File: src/rtl/register_rename_map.sv
// Purpose : map table translating logical registers to physical ones, with a free list and lowest-index allocation.
// Latency : lookups, allocation and ready are combinational; map and free list update at the next rising edge.
// Backpr. : rename_ready drops when a destination needs a register and none is free; nothing changes while stalled.
//
// Ports:
//   clk, rst                      clock, synchronous active-high reset
//   rename_valid, uses_*, *_addr  decoded instruction (rs/rt sources, rw destination)
//   out_uses_*                    pass-through of the operand-use flags
//   rs_phys, rt_phys              physical sources (0 when unused)
//   rw_phys                       newly allocated destination (0 when no allocation)
//   prev_phys_reg/_logical_reg    destination's mapping before this rename, for the active list
//   free_valid, free_phys         register released by commit
//   free_list_out, free_count     free bitmap and its population count
module register_rename_map #(
    parameter int NUM_LOGICAL = 32,
    parameter int NUM_PHYS    = 64
) (
    input  logic                            clk,
    input  logic                            rst,
    input  logic                            rename_valid,
    input  logic                            uses_rs,
    input  logic                            uses_rt,
    input  logic                            uses_rw,
    input  logic [$clog2(NUM_LOGICAL)-1:0]  rs_addr,
    input  logic [$clog2(NUM_LOGICAL)-1:0]  rt_addr,
    input  logic [$clog2(NUM_LOGICAL)-1:0]  rw_addr,
    output logic                            out_uses_rs,
    output logic                            out_uses_rt,
    output logic                            out_uses_rw,
    output logic [$clog2(NUM_PHYS)-1:0]     rs_phys,
    output logic [$clog2(NUM_PHYS)-1:0]     rt_phys,
    output logic [$clog2(NUM_PHYS)-1:0]     rw_phys,
    output logic [$clog2(NUM_PHYS)-1:0]     prev_phys_reg,
    output logic [$clog2(NUM_LOGICAL)-1:0]  prev_logical_reg,
    output logic                            rename_ready,
    input  logic                            free_valid,
    input  logic [$clog2(NUM_PHYS)-1:0]     free_phys,
    output logic [NUM_PHYS-1:0]             free_list_out,
    output logic [$clog2(NUM_PHYS):0]       free_count
);

    localparam int LW = $clog2(NUM_LOGICAL);
    localparam int PW = $clog2(NUM_PHYS);

    logic [PW-1:0]     map_q [NUM_LOGICAL];
    logic [PW-1:0]     map_d [NUM_LOGICAL];
    logic [NUM_PHYS-1:0] free_q;
    logic [NUM_PHYS-1:0] free_d;

    logic          need_alloc;
    logic          any_free;
    logic          do_alloc;
    logic [PW-1:0] alloc_idx;
    logic [PW:0]   count;

    assign out_uses_rs = uses_rs;
    assign out_uses_rt = uses_rt;
    assign out_uses_rw = uses_rw;

    // Sources read the pre-update map, so rs == rw sees the old mapping.
    assign rs_phys = uses_rs ? map_q[rs_addr] : '0;
    assign rt_phys = uses_rt ? map_q[rt_addr] : '0;

    // r0 is hardwired to physical 0 and never consumes a register.
    assign need_alloc = rename_valid & uses_rw & (rw_addr != '0);
    assign any_free   = |free_q;
    assign do_alloc   = need_alloc & any_free;

    assign rw_phys          = do_alloc ? alloc_idx : '0;
    assign rename_ready     = ~need_alloc | any_free;
    assign prev_phys_reg    = map_q[rw_addr];
    assign prev_logical_reg = rw_addr;

    assign free_list_out = free_q;
    assign free_count    = count;

    // Scan from the top so the lowest set bit is the last one written.
    always_comb begin
        alloc_idx = '0;
        for (int i = NUM_PHYS - 1; i >= 0; i--) begin
            if (free_q[i]) alloc_idx = PW'(i);
        end
    end

    always_comb begin
        count = '0;
        for (int i = 0; i < NUM_PHYS; i++) begin
            count = count + {{PW{1'b0}}, free_q[i]};
        end
    end

    always_comb begin
        for (int i = 0; i < NUM_LOGICAL; i++) map_d[i] = map_q[i];
        free_d = free_q;
        if (do_alloc) begin
            map_d[rw_addr]    = alloc_idx;
            free_d[alloc_idx] = 1'b0;
        end
        // Release is applied after allocation so it wins on a collision.
        if (free_valid && (free_phys != '0)) free_d[free_phys] = 1'b1;
    end

    always_ff @(posedge clk) begin
        if (rst) begin
            for (int i = 0; i < NUM_LOGICAL; i++) map_q[i] <= PW'(i);
            free_q <= {{(NUM_PHYS - NUM_LOGICAL){1'b1}}, {NUM_LOGICAL{1'b0}}};
        end else begin
            for (int i = 0; i < NUM_LOGICAL; i++) map_q[i] <= map_d[i];
            free_q <= free_d;
        end
    end

    // LW kept for readers matching widths against the port list.
    logic unused_lw;
    assign unused_lw = (LW > 0);

endmodule

File: config.mk
export PLATFORM = sky130hd
export DESIGN_NAME = register_rename_map
export DESIGN_NICKNAME = d
export VERILOG_FILES = /design/src/rtl/register_rename_map.sv
export SDC_FILE = /design/constraint.sdc
export NUM_CORES = 1
export LEC_CHECK = 0
export ABC_AREA = 1
export CAP_MARGIN = 0
export CORE_ASPECT_RATIO = 2
export CORE_UTILIZATION = 43
export CTS_CLUSTER_DIAMETER = 150
export DETAILED_ROUTE_END_ITERATION = 6
export PLACE_DENSITY = 0.63
export SYNTH_ARGS = -nofsm -noshare
export SYNTH_HDL_FRONTEND = slang
export SYNTH_SLANG_ARGS = --single-unit
File: constraint.sdc
create_clock -name clk -period 6.1 [get_ports clk]
set_input_delay 0.61 -clock clk [delete_from_list [all_inputs] [get_ports clk]]
set_output_delay 0.61 -clock clk [all_outputs]
set_load 0.01 [all_outputs]
==> results.json <==
{
  "final_net_count": 2617,
  "ys_async_sr_fraction": 0,
  "drc": 2,
  "ys_warn_count": 0,
  "synthCells": 2403,
  "drive_gt1_frac": 0.0933,
  "wl_per_cell_um": 26.5,
  "synth_top_area_share": 0.315,
  "power_frac_comb": 0.236,
  "finalWirelength_mm": 79.4,
  "swShare": 0.318,
  "ant_nets": 0,
  "io_buffers": 131,
  "ys_ff_latch": 256,
  "final_common_cell": "o21ai_0",
  "antenna_found_initial": 0,
  "area_growth_pct": 19.8,
  "cp.arrival_ns": 6.36,
  "fin_crit_ns": 6.97,
  "layout_setup_ws_ns": -0.870,
  "mostFrequentLayoutCells": "o21ai_0 (410), a21oi_1 (337), nand2_1 (286)",
  "die_area_um2": 38700,
  "finalSetupViolCount": 7,
  "cts_tree": "done",
  "grt-ovfl-total": 0,
  "slew_violations": 0,
  "finalClockSkew_ns": 0.0144,
  "endpoint_kind": "output port",
  "grt_pass1_wl_mm": 116,
  "cts_buffers": 26,
  "vdd_drop_max_v": 0.000509,
  "synth_flop_cell": "dfxtp_1",
  "core_area_um2": 37300,
  "required_ns": 5.49,
  "syn_area_um2": 16300,
  "clock_latency_ns": 0.58,
  "total_power_mw": 4.78,
  "first_global_vias": 18470,
  "cp-start-kind": "flip-flop",
  "synth.largest_area_cell": "dfxtp_1",
  "r2r_slack_ns": 0.81,
  "vias_per_cell": 6.33,
  "rows": 100,
  "antenna_cells": 0,
  "drt_iter0_drc": 2003,
  "grt_max_degree": 82,
  "seq_area_frac_synth": 0.315,
  "static-leakage-power_nw": 7.63,
  "maxSlewHeadroom": 0.155,
  "routabilityCongestion": 0.977,
  "syn_area_per_cell_um2": 6.77,
  "grt_use_total": 0.407,
  "dieHeight_um": 277,
  "synth_edf_count": 0,
  "pwr-share-seq": 0.355,
  "hpwlAfterDp_mm": 55.0,
  "cap_violations": 0,
  "dr_total_vias": 18967,
  "dr.pass1.iters": 7,
  "cts_root_buffer": "clkbuf_16",
  "internal_power_mw": 3.26,
  "clkPwrFrac": 0.410,
  "ys_top_cells_by_area": "dfxtp_1 (31%), o21ai_0 (13%), a21oi_1 (10%)",
  "h-tree-depth": 1,
  "violations": "DRC, setup timing",
  "die_w_um": 140,
  "ios": 132,
  "critPathMaxFanout": 2,
  "cts.clk_slew.worst_paths_ns": 0.07,
  "clock_path_buffers": 3,
  "synth_cell_types": 38,
  "utilization": 0.523,
  "power_density_nw_per_um2": 245,
  "status": "finished with violations",
  "hold_path.class": "reg2reg",
  "start_util": 0.436,
  "clock_sinks": 256,
  "worst_pin_slew_ns": 1.26,
  "period_share": 1.14,
  "cts_hold_buffers": 0,
  "hold_viol": 0,
  "grt_setup_unrepaired": "yes",
  "switching_power_mw": 1.52,
  "fmax_ghz": 0.143,
  "worstSetupPathType": "reg2out",
  "syn-num-nets": 2501
}
-- sequential cells by signal, summed over array words and instances (netlist names) --
signal and count:
map_q 192, free_list_out 64
-- cell type report --
class	count	area [um2]
fill	3690	17800
multi-input combinational	1710	9570
sequential	256	5130
timing repair buffer	246	2150
inverter	279	1050
clock buffer	31	721
tap	459	574
clock inverter	17	299
-- final timing paths --
kind              cells past startpoint                end              start
setup reg to reg                     69  free_list_out[33]  free_list_out[62]
setup / recovery                     21      free_count[5]  free_list_out[47]
hold / removal                        2        map_q[0][5]        map_q[0][5]
hold reg to reg                       2        map_q[0][5]        map_q[0][5]
-- critical path, stage by stage (launching register included) --
cell and delay [ns]:
dfxtp_2 0.33, fa_1 0.54, inv_1 0.06, fa_2 0.65, fa_1 0.47, fa_2 0.55, inv_2 0.06, fa_1 0.48
inv_1 0.05, fa_2 0.54, fa_2 0.45, fa_1 0.51, inv_2 0.05, ha_4 0.15, inv_2 0.06, nor2_2 0.04
a211oi_2 0.18, nor2_1 0.09, o21ai_1 0.14, nand2_1 0.10, xor2_2 0.14, buf_2 0.14
-- metal layers --
| metal | track usage | up-vias | routed length [um] |
|---|---|---|---|
| met2 | 0.707 | 1293 | 38800 |
| met3 | 0.0787 | 461 | 6830 |
| met5 | 0 | - | 0 |
| met4 | 0.412 | 0 | 9690 |
| li1 | - | 8484 | - |
| met1 | 0.392 | 8729 | 24100 |
-- repair_timing --
item,in CTS,in global routing
setup endpoints to repair,7,8
buffers inserted,2,2
resized for setup,46,17
pin swaps,19,18
gates cloned,0,0
-- metrics by stage --
step	setup TNS (ns)	cell area (um2)	hold slack [ns]	worst slack, ns	cells
floorplan	0	16300	0.430	0.00149	2403
global placement	-3.34	18400	0.450	-0.672	2949
detailed placement	-3.33	18400	0.458	-0.684	2949
CTS	-4.55	19500	0.468	-0.828	2999
global route	-5.84	19500	0.502	-1.06	2998
finish	-4.82	19500	0.473	-0.870	2998
-- kinds of logic after synthesis --
group	count (synthesis)	synth area share
adder cells (fa/ha/maj)	70	0.0787
AO/OA/AOI/OAI	975	0.333
flip-flops	256	0.315
buffers and inverters	437	0.104
AND/OR/NAND/NOR	661	0.166
XOR/XNOR	4	0.00215
-- power groups by stage --
stage               logic (mW)  registers [mW]  clock network, mW
floorplan                0.617            1.73                  0
global placement          1.08            1.73                  0
detailed placement        1.09            1.73                  0
CTS                       1.08            1.70               1.97
global route              1.20            1.70               2.03
finish                    1.13            1.70               1.96
-- cells in the mapped netlist, drive strengths merged, types with 43 or more instances --
| library cell | n |
|---|---|
| a21oi | 351 |
| a22oi | 64 |
| clkbuf | 141 |
| dfxtp | 256 |
| fa | 54 |
| inv | 266 |
| nand2 | 289 |
| nand3 | 76 |
| nor2 | 239 |
| o21ai | 426 |
| o221ai | 49 |
| o22ai | 43 |
No activity file was read; power rests on OpenSTA's default activity.
